===== config.mk =====
export PLATFORM = sky130hd
export DESIGN_NAME = vcmd_spi_tx_flat
export DESIGN_NICKNAME = d
export VERILOG_FILES = /design/src/rtl/vcmd_spi_tx_pkg.sv /design/src/rtl/vcmd_spi_tx_if.sv /design/src/rtl/vcmd_spi_tx_byte_shifter.sv /design/src/rtl/vcmd_spi_tx.sv /design/src/flat_wrapper.sv
export SDC_FILE = /design/constraint.sdc
export NUM_CORES = 1
export LEC_CHECK = 0
export ABC_CLOCK_PERIOD_IN_PS = 4200
export CAP_MARGIN = 20
export CORE_MARGIN = 2
export CORE_UTILIZATION = 45
export CTS_CLUSTER_SIZE = 40
export DETAILED_ROUTE_END_ITERATION = 7
export DONT_BUFFER_PORTS = 1
export PLACE_DENSITY = 0.6
export SYNTH_ARGS = -nofsm -noshare
export SYNTH_HDL_FRONTEND = slang
export SYNTH_SLANG_ARGS = --single-unit

===== constraint.sdc =====
create_clock -name Clk -period 4.2 [get_ports Clk]
set_input_delay 0.84 -clock Clk [delete_from_list [all_inputs] [get_ports Clk]]
set_output_delay 0.84 -clock Clk [all_outputs]
set_load 0.1 [all_outputs]

===== src/rtl/vcmd_spi_tx_pkg.sv =====
// Shared types and constants for the vcmd SPI command transmitter.
package vcmd_spi_tx_pkg;

    localparam int unsigned CMD_W  = 32;
    localparam int unsigned LEN_W  = 2;
    localparam int unsigned BYTE_W = 8;

    // vcmd opcodes carried in the first (top) byte of a command word
    localparam logic [BYTE_W-1:0] VCMD_PIXEL_WR = 8'h41;

    typedef enum logic [2:0] {
        ST_IDLE,
        ST_LOW,
        ST_HIGH,
        ST_TAIL,
        ST_GAP
    } vcmdState_e;

    typedef struct packed {
        logic [LEN_W-1:0] len;
        logic [CMD_W-1:0] data;
    } vcmdCmd_t;

    // Byte idx of a command word in transmit order (0 = [31:24])
    function automatic logic [BYTE_W-1:0] cmdByte(input logic [CMD_W-1:0] data,
                                                  input logic [LEN_W-1:0] idx);
        case (idx)
            2'd0:    return data[31:24];
            2'd1:    return data[23:16];
            2'd2:    return data[15:8];
            default: return data[7:0];
        endcase
    endfunction

endpackage


===== src/rtl/vcmd_spi_tx_if.sv =====
// Command handshake and status bundle between a host and vcmd_spi_tx.
interface vcmd_spi_tx_if;
    import vcmd_spi_tx_pkg::*;

    logic [CMD_W-1:0] CmdData;
    logic [LEN_W-1:0] CmdLen;
    logic             CmdValid;
    logic             CmdReady;
    logic             Busy;
    logic             Done;

    modport master (
        output CmdData, CmdLen, CmdValid,
        input  CmdReady, Busy, Done
    );

    modport slave (
        input  CmdData, CmdLen, CmdValid,
        output CmdReady, Busy, Done
    );

endinterface


===== src/rtl/vcmd_spi_tx_byte_shifter.sv =====
// One-byte MSB-first shift register; BitOut is the bit currently on the wire.
module vcmd_spi_tx_byte_shifter #(
    parameter int unsigned DWIDTH = 8
) (
    input  logic              Clk,
    input  logic              RstN,
    input  logic              Load,
    input  logic [DWIDTH-1:0] LoadData,
    input  logic              Shift,
    input  logic              Clear,
    output logic              BitOut
);

    logic [DWIDTH-1:0] shReg;

    // Clear idles the line low between bytes; Load wins over Shift
    always_ff @(posedge Clk or negedge RstN) begin
        if (!RstN) begin
            shReg <= '0;
        end else if (Clear) begin
            shReg <= '0;
        end else if (Load) begin
            shReg <= LoadData;
        end else if (Shift) begin
            shReg <= {shReg[DWIDTH-2:0], 1'b0};
        end
    end

    assign BitOut = shReg[DWIDTH-1];

endmodule


===== src/rtl/vcmd_spi_tx.sv =====
// Host-side SPI command transmitter: opcode + up to 3 payload bytes, one CSel window per byte.
module vcmd_spi_tx
    import vcmd_spi_tx_pkg::*;
#(
    parameter int unsigned HALF_DIV = 2,
    parameter int unsigned GAP_CYC  = 4,
    parameter int unsigned DWIDTH   = 8
) (
    input  logic          Clk,
    input  logic          RstN,
    vcmd_spi_tx_if.slave  Cmd,
    output logic          Sclk,
    output logic          Mosi,
    output logic          CSel
);

    localparam int unsigned HALF_W = $clog2(HALF_DIV + 1);
    localparam int unsigned GAP_W  = $clog2(GAP_CYC + 1);
    localparam int unsigned BIT_W  = $clog2(DWIDTH);

    localparam logic [HALF_W-1:0] HALF_RELOAD = HALF_W'(HALF_DIV - 1);
    localparam logic [GAP_W-1:0]  GAP_RELOAD  = GAP_W'(GAP_CYC - 1);
    localparam logic [BIT_W-1:0]  BIT_TOP     = BIT_W'(DWIDTH - 1);

    vcmdState_e        state, stateNxt;
    logic [HALF_W-1:0] halfCnt, halfNxt;
    logic [GAP_W-1:0]  gapCnt, gapNxt;
    logic [BIT_W-1:0]  bitCnt, bitNxt;
    logic [LEN_W-1:0]  byteCnt, byteNxt;
    vcmdCmd_t          cmdQ, cmdNxt;

    logic              readyQ, busyQ, doneQ;
    logic              readyNxt, busyNxt, doneNxt, sclkNxt, cselNxt;

    logic              shLoad, shShift, shClear;
    logic [DWIDTH-1:0] shLoadData;

    // State, counters, latched command and registered outputs
    always_ff @(posedge Clk or negedge RstN) begin
        if (!RstN) begin
            state   <= ST_IDLE;
            halfCnt <= '0;
            gapCnt  <= '0;
            bitCnt  <= '0;
            byteCnt <= '0;
            cmdQ    <= '0;
            readyQ  <= 1'b1;
            busyQ   <= 1'b0;
            doneQ   <= 1'b0;
            Sclk    <= 1'b0;
            CSel    <= 1'b1;
        end else begin
            state   <= stateNxt;
            halfCnt <= halfNxt;
            gapCnt  <= gapNxt;
            bitCnt  <= bitNxt;
            byteCnt <= byteNxt;
            cmdQ    <= cmdNxt;
            readyQ  <= readyNxt;
            busyQ   <= busyNxt;
            doneQ   <= doneNxt;
            Sclk    <= sclkNxt;
            CSel    <= cselNxt;
        end
    end

    // Next-state, counter reloads, shifter strobes and next output values
    always_comb begin
        stateNxt   = state;
        halfNxt    = halfCnt;
        gapNxt     = gapCnt;
        bitNxt     = bitCnt;
        byteNxt    = byteCnt;
        cmdNxt     = cmdQ;
        shLoad     = 1'b0;
        shLoadData = '0;
        shShift    = 1'b0;
        shClear    = 1'b0;

        case (state)
            ST_IDLE: begin
                if (Cmd.CmdValid) begin
                    stateNxt    = ST_LOW;
                    halfNxt     = HALF_RELOAD;
                    bitNxt      = BIT_TOP;
                    byteNxt     = '0;
                    cmdNxt.data = Cmd.CmdData;
                    cmdNxt.len  = Cmd.CmdLen;
                    shLoad      = 1'b1;
                    shLoadData  = DWIDTH'(cmdByte(Cmd.CmdData, LEN_W'(0)));
                end
            end
            ST_LOW: begin
                if (halfCnt == '0) begin
                    stateNxt = ST_HIGH;
                    halfNxt  = HALF_RELOAD;
                end else begin
                    halfNxt = halfCnt - HALF_W'(1);
                end
            end
            ST_HIGH: begin
                if (halfCnt == '0) begin
                    halfNxt = HALF_RELOAD;
                    if (bitCnt == '0) begin
                        stateNxt = ST_TAIL;
                    end else begin
                        stateNxt = ST_LOW;
                        bitNxt   = bitCnt - BIT_W'(1);
                        shShift  = 1'b1;
                    end
                end else begin
                    halfNxt = halfCnt - HALF_W'(1);
                end
            end
            ST_TAIL: begin
                if (halfCnt == '0) begin
                    stateNxt = ST_GAP;
                    gapNxt   = GAP_RELOAD;
                    shClear  = 1'b1;
                end else begin
                    halfNxt = halfCnt - HALF_W'(1);
                end
            end
            ST_GAP: begin
                if (gapCnt == '0) begin
                    if (byteCnt == cmdQ.len) begin
                        stateNxt = ST_IDLE;
                    end else begin
                        stateNxt   = ST_LOW;
                        byteNxt    = byteCnt + LEN_W'(1);
                        halfNxt    = HALF_RELOAD;
                        bitNxt     = BIT_TOP;
                        shLoad     = 1'b1;
                        shLoadData = DWIDTH'(cmdByte(cmdQ.data, byteCnt + LEN_W'(1)));
                    end
                end else begin
                    gapNxt = gapCnt - GAP_W'(1);
                end
            end
            default: begin
                stateNxt = ST_IDLE;
            end
        endcase

        readyNxt = (stateNxt == ST_IDLE);
        busyNxt  = (stateNxt != ST_IDLE);
        sclkNxt  = (stateNxt == ST_HIGH);
        cselNxt  = !((stateNxt == ST_LOW) || (stateNxt == ST_HIGH) || (stateNxt == ST_TAIL));
        doneNxt  = (stateNxt == ST_GAP) && (gapNxt == '0) && (byteCnt == cmdQ.len);
    end

    vcmd_spi_tx_byte_shifter #(
        .DWIDTH (DWIDTH)
    ) uShifter (
        .Clk      (Clk),
        .RstN     (RstN),
        .Load     (shLoad),
        .LoadData (shLoadData),
        .Shift    (shShift),
        .Clear    (shClear),
        .BitOut   (Mosi)
    );

    assign Cmd.CmdReady = readyQ;
    assign Cmd.Busy     = busyQ;
    assign Cmd.Done     = doneQ;

endmodule


===== src/flat_wrapper.sv =====
// flat-port wrapper written by rule: the top's interface ports become plain ports
module vcmd_spi_tx_flat import vcmd_spi_tx_pkg::*;
#(
    parameter int unsigned HALF_DIV = 2,
    parameter int unsigned GAP_CYC  = 4,
    parameter int unsigned DWIDTH   = 8
)
  (Clk, RstN, Sclk, Mosi, CSel, Cmd_CmdData, Cmd_CmdLen, Cmd_CmdValid, Cmd_CmdReady, Cmd_Busy, Cmd_Done);
  vcmd_spi_tx_if Cmd_i ();
  input  logic Clk;
  input  logic RstN;
  output logic Sclk;
  output logic Mosi;
  output logic CSel;
  input wire logic [$bits(Cmd_i.CmdData)-1:0] Cmd_CmdData;
  input wire logic [$bits(Cmd_i.CmdLen)-1:0] Cmd_CmdLen;
  input wire logic [$bits(Cmd_i.CmdValid)-1:0] Cmd_CmdValid;
  output wire logic [$bits(Cmd_i.CmdReady)-1:0] Cmd_CmdReady;
  output wire logic [$bits(Cmd_i.Busy)-1:0] Cmd_Busy;
  output wire logic [$bits(Cmd_i.Done)-1:0] Cmd_Done;
  assign Cmd_i.CmdData = Cmd_CmdData;
  assign Cmd_i.CmdLen = Cmd_CmdLen;
  assign Cmd_i.CmdValid = Cmd_CmdValid;
  assign Cmd_CmdReady = Cmd_i.CmdReady;
  assign Cmd_Busy = Cmd_i.Busy;
  assign Cmd_Done = Cmd_i.Done;
  vcmd_spi_tx #(.HALF_DIV(HALF_DIV), .GAP_CYC(GAP_CYC), .DWIDTH(DWIDTH)) u_core (.Clk(Clk), .RstN(RstN), .Cmd(Cmd_i), .Sclk(Sclk), .Mosi(Mosi), .CSel(CSel));
endmodule

Yosys cells after proc, flatten, opt, wreduce, memory -nomap -nowiden --
Cells that the tools add are included.
Word-level totals: register bits 60, latch bits 0, memory bits (writable) 0, bits in read-only memories 0, word-level logic and storage cells 100, memories 0
Operators by class: add/subtract/negate cells 4, multipliers 0, div/mod/pow operators 0, order comparisons 0, equal/unequal tests 17, shift operators 0, muxes and demuxes 44, bitwise gates (word level) 0, reduce and logical (&&, ||, !) cells 22
Operator list (count):
- $mux 8 | 6
- $mux 3 | 12
- $pmux 8 s3 | 1
- $mux 2 | 9
- $pmux 8 s2 | 1
- $logic_not 3->1 | 5
- $pmux 3 s5 | 1
- $eq 3x2->1 const B | 4
- $mux 1 | 9
- $pmux 3 s3 | 1
- $reduce_bool 3->1 | 3
- $ne 2x2->1 const B | 4
- $pmux 2 s4 | 1
- $eq 3x1->1 const B | 2
- $eq 3x3->1 const B | 2
- $pmux 3 s2 | 1
- $reduce_and 6->1 | 1
- $sub 3x1->3 const B | 2
- $reduce_and 5->1 | 1
- $logic_not 2->1 | 2
- $ne 2x1->1 const B | 2
- $pmux 2 s2 | 1
- $reduce_and 4->1 | 1
- $reduce_bool 4->1 | 1
- 12 further kinds | 14

Depth between registers and ports, before layout --
Gate-level depths: netlist of the first run.
depth after elaboration 8, gate-level depth with buffers 8, gate-level depth less buffers 6

Modules after synthesis --
A second synthesis of the first run with hierarchy kept.
Second synthesis, totals: cells, all modules 329, area, all modules 3074.2 um^2
By module, submodules not included:
- vcmd_spi_tx | instances 1, cells each 294, area an instance 2665.1 um^2, sequential area each 1303.8 um^2
- vcmd_spi_tx_byte_shifter | instances 1, cells each 35, area an instance 409.1 um^2, sequential area each 200.2 um^2

Worst setup path after synthesis of the first run --
No wires, ideal clock.
path type input-to-reg, from input port Cmd_CmdValid, to register u_core.uShifter.shReg[1], data arrival time 1856 ps, data required time 4114 ps, slack 2258 ps, stages 5, path buffers 1, cells stage by stage nor4b_4 clkbuf_1 nand2_1 a21boi_0 a32oi_1
Between the ends: longest elaborated chain between the ends 4
Ends and longest elaborated chain:
- from (decl) | line flat_wrapper.sv:17 | input wire logic [$bits(Cmd_i.CmdValid)-1:0] Cmd_CmdValid;
- $mux 8 or $mux 1 (tied branches) | line vcmd_spi_tx.sv:82 | if (Cmd.CmdValid) begin
- $pmux 8 s2 or $pmux 1 s2 (tied branches) | line vcmd_spi_tx.sv:80 | case (state)
- $mux 8 | line vcmd_spi_tx_byte_shifter.sv:22 | end else if (Load) begin
- $mux 8 | line vcmd_spi_tx_byte_shifter.sv:20 | end else if (Clear) begin
- to (signal assigned) | line vcmd_spi_tx_byte_shifter.sv:23 | shReg <= LoadData;
- to (signal assigned) | line vcmd_spi_tx_byte_shifter.sv:25 | shReg <= {shReg[DWIDTH-2:0], 1'b0};
- to (decl) | line vcmd_spi_tx_byte_shifter.sv:14 | logic [DWIDTH-1:0] shReg;
Parallel ways exist; a longest one is shown, timed or not. A chain may end at the register's enable or synchronous reset.

Final worst setup path of the first run --
from register u_core.state[1], to register u_core.busyQ, in the netlist u_core.Cmd.Busy
Between the ends: longest elaborated chain between the ends 3
Ends and longest elaborated chain:
- from (decl) | line vcmd_spi_tx.sv:25 | vcmdState_e state, stateNxt;
- from (signal assigned) | line vcmd_spi_tx.sv:53 | state <= stateNxt;
- $eq 3x3->1, or another cell as far along
- $pmux 3 s5 (*) | line vcmd_spi_tx.sv:80
- named net u_core.stateNxt[0] | line vcmd_spi_tx.sv:25
- $reduce_bool 3->1 (*) | line vcmd_spi_tx.sv:146 | busyNxt = (stateNxt != ST_IDLE);
- named net u_core.busyNxt | line vcmd_spi_tx.sv:33 | logic readyNxt, busyNxt, doneNxt, sclkNxt, cselNxt;
- to (signal assigned) | line vcmd_spi_tx.sv:60 | busyQ <= busyNxt;
- to (decl) | line vcmd_spi_tx.sv:32 | logic readyQ, busyQ, doneQ;
Mark *: on every way through the listed nets, which the timed path passes. The rest lies on a longest branch.

==> metrics.md, run 1 <==
| Metric | Value |
|---|---|
| H-Tree Depth | 3 |
| Antenna Cells | 0 |
| Layout Nets | 368 |
| CTS tree | done |
| CTS root buffer | clkbuf_8 |
| Power share of the combinational group | 31.8% |
| Most frequent cells in the layout | nand2_1 (100), dfrtp_1 (58), inv_1 (17), nand3_1 (16), o21ai_0 (14) |
| Crit Path Category | reg2reg |
| Largest area contributor in the netlist | dfrtp_1 |
| Resized cells post-CTS | 0 |
| Grt ovf | 0 |
| Synth unique cells | 45 |
| PwrDens | 834 nW/um^2 |
| CTS buffer count | 9 |
| CTS Hold Buffers Added | 0 |
| Ys async rst share | 100% |
| Yosys reg bits | 60 |
| Die Y | 85.8 um |
| Clock skew | 0.0101 ns |
| Register area share after synthesis | 50.0% |
| R2R Path Start | u_core.state[1] |
| Yosys warns | 0 |
| Avg Vias per Cell | 5.65 |
| First-pass GRT wire length | 11,200 um |
| CP Max Fanout | 26 |
| Setup ws final | 1.81 ns |
| Reg power frac | 44.3% |
| Post-Syn Instances | 327 |
| Postcts setup bufs | 0 |
| Slew Limit Headroom | 30.9% |
| Reg2Reg Setup Slack | 1.81 ns |
| DR pass1 iterations | 8 |
| CTS clk-pin slew, worst paths | 0.07 ns |
| Worst-Skew Late Latency | 0.34 ns |
| DRT antenna net count | 0 |
| Routed WL | 6560 um |
| Buffers on Ports | 0 |
| # IOs | 43 |
| Failing checks | DRC |
| EDFF count, synth | 0 |
| CTS max path bufs | 2 |
| Register area | 1500 um^2 |
| Ranking of synthesized cells by area | dfrtp_1 (48%), nand2_1 (12%), ha_1 (4.6%) |
| Global Route Usage Sum | 19.7% |
| Commonest non-fill, non-tap cell in the layout | nand2_1 |
| FF-to-FF End | u_core.Cmd.Busy |
| Status | finished with violations |
| First DRT Iteration DRCs | 187 |
| DRC Markers | 4 |
| Tmin final | 2.39 ns |
| Largest net degree at the start of global routing | 61 |
| Synth-to-Final Area Change | 8.98% |
| DP Worst Slack | 1.76 ns |
| DR vias | 2,273 |
| Final worst-path cycle share | 56.8% |
| Final setup vio count | 0 |
| Core Area | 6420 um^2 |
| Clk pwr share | 23.8% |
| Worst Max-Slew Pin Slew | 1.01 ns |
| Num rows | 29 |
| MaxCap Viol Count | 0 |
| Initial antenna violation count | 0 |
| Hold Violations, Final | 0 |
| Number of global-route vias before repair | 2,190 |
| Setup TNS | 0 ns |
| # fillers | 604 |
| Static Leak | 1.55 nW |
| Worst Setup End Kind | flip-flop |
| Syn Nets | 375 |
| P_sw | 0.00110 W |
| Cell-internal power | 0.00164 W |
| RD Place Congestion | 0.821 |
| Sw Ratio | 40.1% |
| Top_reg_cell synth | dfrtp_1 |
| Crit path required time | 4.42 ns |
| Worst hold path type | in2async |
| VDD IR max | 0.518 mV |
| Cells on worst reg2reg path | 4 |
| Multi-input gate area | 1350 um^2 |
| Width of the die | 85.8 um |
| Starting Density | 46.9% |
| CTS Sinks | 60 |
| Post-DP HPWL | 4390 um |
| Die ar. | 7360 um^2 |
| Synth top area share | 48.2% |
| Fmax | 419 MHz |
| Arr. time, crit path | 2.61 ns |
| Max Slew Vio Count | 0 |
| Post-DR wirelength/cell | 16.3 um |
| Setup crit start kind | flip-flop |
| Mapped Area | 3010 um^2 |
| Ratio of cells with drive above 1 in the final layout | 7.69% |
| Syn Area/Cell | 9.20 um^2 |
| RSZ-0062 raised after global routing | no |
## synth_stat cells, types with 3 or more instances
| cell | count |
|---|---|
| nand2_1 | 100 |
| dfrtp_1 | 58 |
| inv_1 | 17 |
| nand3_1 | 16 |
| clkbuf_1 | 15 |
| o21ai_0 | 14 |
| a21oi_1 | 11 |
| ha_1 | 11 |
| a221o_1 | 9 |
| a32oi_1 | 9 |
| a22oi_1 | 8 |
| a21boi_0 | 7 |
| nor2b_1 | 4 |
| nor2_1 | 3 |
| o31ai_1 | 3 |
| xnor2_1 | 3 |
## cell families after synthesis
logic type / synth area share (%)
AO/OA/AOI/OAI: 17.0
XOR/XNOR: 0.873
adder cells (fa/ha/maj): 4.91
buffers and inverters: 5.28
flip-flops: 50.0
multiplexers: 0.748
AND/OR/NAND/NOR: 21.2
## registers in the layout (all words and copies together), names as in the netlist, 2 cells and up
| signal | count |
|---|---|
| u_core.bitCnt | 3 |
| u_core.byteCnt | 2 |
| u_core.cmdQ | 34 |
| u_core.gapCnt | 3 |
| u_core.halfCnt | 2 |
| u_core.state | 3 |
| u_core.uShifter.shReg | 8 |
## final cells by class
cell class,instances,share of cell area (%)
Inverter,18,2.06
Multi-Input combinational cell,229,41.1
Clock inverter,4,2.90
Sequential cell,60,45.9
Tap cell,77,2.94
Clock buffer,12,4.73
Timing Repair Buffer,2,0.458
## critical path, stage by stage, from the launching register on
cell and delay, ns:
dfrtp_1 0.70, or2_4 0.24, a2111o_1 0.58, o211ai_1 0.32, or3_1 0.42
## how the worst max path moves through the flow
stage                                to  slack (ns)               from  depth (start not counted)
6_report                u_core.Cmd.Busy        1.81    u_core.state[1]                          4
5_1_grt                 u_core.Cmd.Busy        1.60  u_core.byteCnt[0]                          4
4_1_cts                 u_core.Cmd.Busy        1.80  u_core.byteCnt[0]                          4
3_5_place_dp   u_core.uShifter.shReg[2]        1.76       Cmd_CmdValid                          5
3_3_place_gp   u_core.uShifter.shReg[4]        1.85       Cmd_CmdValid                          5
2_1_floorplan  u_core.uShifter.shReg[1]        2.26       Cmd_CmdValid                          5
## stage by stage
| stage | power, W | std cells | instance area [um^2] | utilization (%) | hold slack, ns |
|---|---|---|---|---|---|
| after global placement | 0.00207 | 386 | 3030 | 47.2 | 0.459 |
| after CTS | 0.00275 | 402 | 3280 | 51.1 | 0.175 |
| after detailed placement | 0.00209 | 386 | 3030 | 47.2 | 0.462 |
| after floorplan | 0.00188 | 327 | 3010 | - | 0.445 |
| after global routing | 0.00294 | 402 | 3280 | 51.1 | 0.167 |
| final | 0.00273 | 402 | 3280 | 51.1 | 0.184 |
## routing by layer
| metal | GRT usage (%) | share of wire [%] | routed length [um] | vias to the layer above |
|---|---|---|---|---|
| met2 | 26.8 | 41 | 2710 | 57 |
| li1 | - | - | - | 1117 |
| met1 | 29.9 | 51 | 3320 | 1088 |
| met5 | 0 | 0 | 0 | - |
| met4 | 6.49 | 1.6 | 106 | 0 |
| met3 | 5.77 | 6.6 | 432 | 11 |
## power groups by stage
stage / Clock [W] / Combinational, W / Sequential [W]
final: 0.000651 / 0.000870 / 0.00121
after global placement: 0 / 0.000851 / 0.00121
after floorplan: 0 / 0.000760 / 0.00112
after CTS: 0.000665 / 0.000878 / 0.00121
after global routing: 0.000690 / 0.00100 / 0.00125
after detailed placement: 0 / 0.000874 / 0.00122
Power figures use the tool's default switching activity.
==> inputs of run 2 (changes only) <==
Settings changed: ABC_CLOCK_PERIOD_IN_PS 4200 to 2450.
Clock period 4.2 ns to 2.45 ns, I/O delays scaled along.
==> run 2 against run 1 <==
  * The flow now finishes without violations
  * Cell count grew 2.2%
  * First-iteration DRC count fell by 11%
  * Sequential power is 56% higher
  * Clock power rose by 35%
  * Worst setup slack got worse by 1.5 ns
==> metrics.md, run 2 (same netlist as run 1, synthesis figures left out) <==
| Metric | Value |
|---|---|
| Slew Limit Headroom | 60.4% |
| MaxCap Viol Count | 0 |
| Met3 wire len | 364 um |
| DRT antenna net count | 0 |
| Width of the die | 85.8 um |
| Global Route Usage Sum | 19.6% |
| Multi-input gate area | 1350 um^2 |
| Die ar. | 7360 um^2 |
| CTS buffer count | 9 |
| CTS Sinks | 60 |
| Setup TNS | 0 ns |
| DR pass1 iterations | 6 |
| Antenna Cells | 0 |
| First DRT Iteration DRCs | 167 |
| Cells on worst reg2reg path | 5 |
| Grt ovf | 0 |
| Routed WL | 6630 um |
| Pwr Total | 0.00455 W |
| DP Worst Slack | 0.357 ns |
| Crit path required time | 2.70 ns |
| Setup ws final | 0.357 ns |
| Fmax | 478 MHz |
| Arr. time, crit path | 2.34 ns |
| Final setup vio count | 0 |
| CP Max Fanout | 25 |
| Hold Violations, Final | 0 |
| Register area | 1500 um^2 |
| Crit Path Category | reg2reg |
| Number of global-route vias before repair | 2,166 |
| Post-route cell area | 3320 um^2 |
| Reg2Reg Setup Slack | 0.36 ns |
| Core Area | 6420 um^2 |
| CTS tree | done |
| CTS root buffer | clkbuf_8 |
| Tmin final | 2.09 ns |
| Initial antenna violation count | 0 |
| Die Y | 85.8 um |
| Top reg by flops | u_core.cmdQ |
| Setup crit start kind | flip-flop |
| DR vias | 2,272 |
| Largest net degree at the start of global routing | 61 |
| FF-to-FF End | u_core.uShifter.shReg[5] |
| Buffers on Ports | 0 |
| Commonest non-fill, non-tap cell in the layout | nand2_1 |
| Num rows | 29 |
| Starting Density | 46.9% |
| Most frequent cells in the layout | nand2_1 (100), dfrtp_1 (58), inv_1 (17), nand3_1 (16), o21ai_0 (14) |
| Top sig layer | met4 |
| Max Slew Vio Count | 0 |
| Largest registers | u_core.cmdQ x34, u_core.uShifter.shReg x8 |
| Worst-Skew Late Latency | 0.34 ns |
| VDD IR max | 1.12 mV |
| CTS max path bufs | 2 |
| DRC Markers | 0 |
| Static Leak | 1.57 nW |
| Layout Nets | 378 |
| H-Tree Depth | 3 |
| Ratio of cells with drive above 1 in the final layout | 10.2% |
| Worst Setup End Kind | flip-flop |
| Post-DP Area | 3100 um^2 |
| M1 WL | 3330 um |
| Largest register FFs | 34 |
| Status | finished, final reports clean |
| RD Place Congestion | 0.849 |
| Final core utilization | 51.6% |
| # fillers | 613 |
| Avg Vias per Cell | 5.53 |
| WL met2 | 2890 um |
| Post-DR wirelength/cell | 16.1 um |
| R2R Path Start | u_core.state[1] |
| Clock skew | 0.0108 ns |
| First-pass GRT wire length | 11,000 um |
| Post-DP HPWL | 4530 um |
| Resized cells post-CTS | 0 |
| CTS clk-pin slew, worst paths | 0.07 ns |
| RSZ-0062 raised after global routing | no |
| Worst Max-Slew Pin Slew | 0.591 ns |
| # IOs | 43 |
| Synth-to-Final Area Change | 10.2% |
| PwrDens | 1370 nW/um^2 |
| Worst hold path type | in2async |
| Final worst-path cycle share | 85.4% |
[run 2: cell types whose count changed in the layout (fill, tap and decap cells not counted), sizes merged]
cell      delta
bufinv       -2
clkbuf       -1
buf         +10
clkinvlp     +2
[run 2: power breakdown]
| part | internal (W) | total (W) | switching [W] | leakage, nW |
|---|---|---|---|---|
| clock network | 0.000490 | 0.000880 | 0.000389 | 0.0914 |
| logic | 0.000678 | 0.00178 | 0.00110 | 0.754 |
| registers | 0.00146 | 0.00189 | 0.000433 | 0.729 |
| total | 0.00263 | 0.00455 | 0.00192 | 1.57 |
[run 2: worst max path at each step]
| stage | depth (start not counted) | start | slack [ns] | end |
|---|---|---|---|---|
| floorplan | 6 | u_core.state[1] | 0.62 | u_core.uShifter.shReg[1] |
| global placement | 5 | u_core.state[1] | 0.44 | u_core.uShifter.shReg[3] |
| detailed placement | 5 | u_core.state[1] | 0.36 | u_core.uShifter.shReg[5] |
| CTS | 5 | u_core.state[1] | 0.36 | u_core.uShifter.shReg[5] |
| global route | 4 | u_core.state[1] | 0.17 | u_core.uShifter.shReg[1] |
| finish | 5 | u_core.state[1] | 0.36 | u_core.uShifter.shReg[5] |
[run 2: layout make-up]
class | count | area share (%)
Clock buffer | 11 | 4.26
Inverter | 18 | 2.04
Sequential cell | 60 | 45.4
Multi-Input combinational cell | 229 | 40.6
Clock inverter | 4 | 1.51
Tap cell | 77 | 2.91
Timing Repair Buffer | 12 | 3.32
[run 2: through the flow]
step	std cells	hold slack (ns)
finish	411	0.0108
global route	411	0.0283
CTS	411	0.0181
detailed placement	395	0.196
floorplan	327	0.194
global placement	395	0.196
[run 2: what timing repair did]
item	in CTS	in global routing
hold endpoints to repair	60	0
setup buffers	0	0
hold buffers	1	0
[run 2: layer usage]
| layer | vias to the layer above | global-route usage [%] |
|---|---|---|
| met4 | 0 | 7.79 |
| met3 | 4 | 3.95 |
| li1 | 1137 | - |
| met5 | - | 0 |
| met2 | 60 | 26.2 |
| met1 | 1071 | 30.8 |
[run 2: critical path, cell delays in order, from the launching register on]
cell	delay, ns
dfrtp_1	0.58
or2_4	0.34
a2111o_1	0.37
buf_4	0.22
and2_0	0.28
a32oi_1	0.22
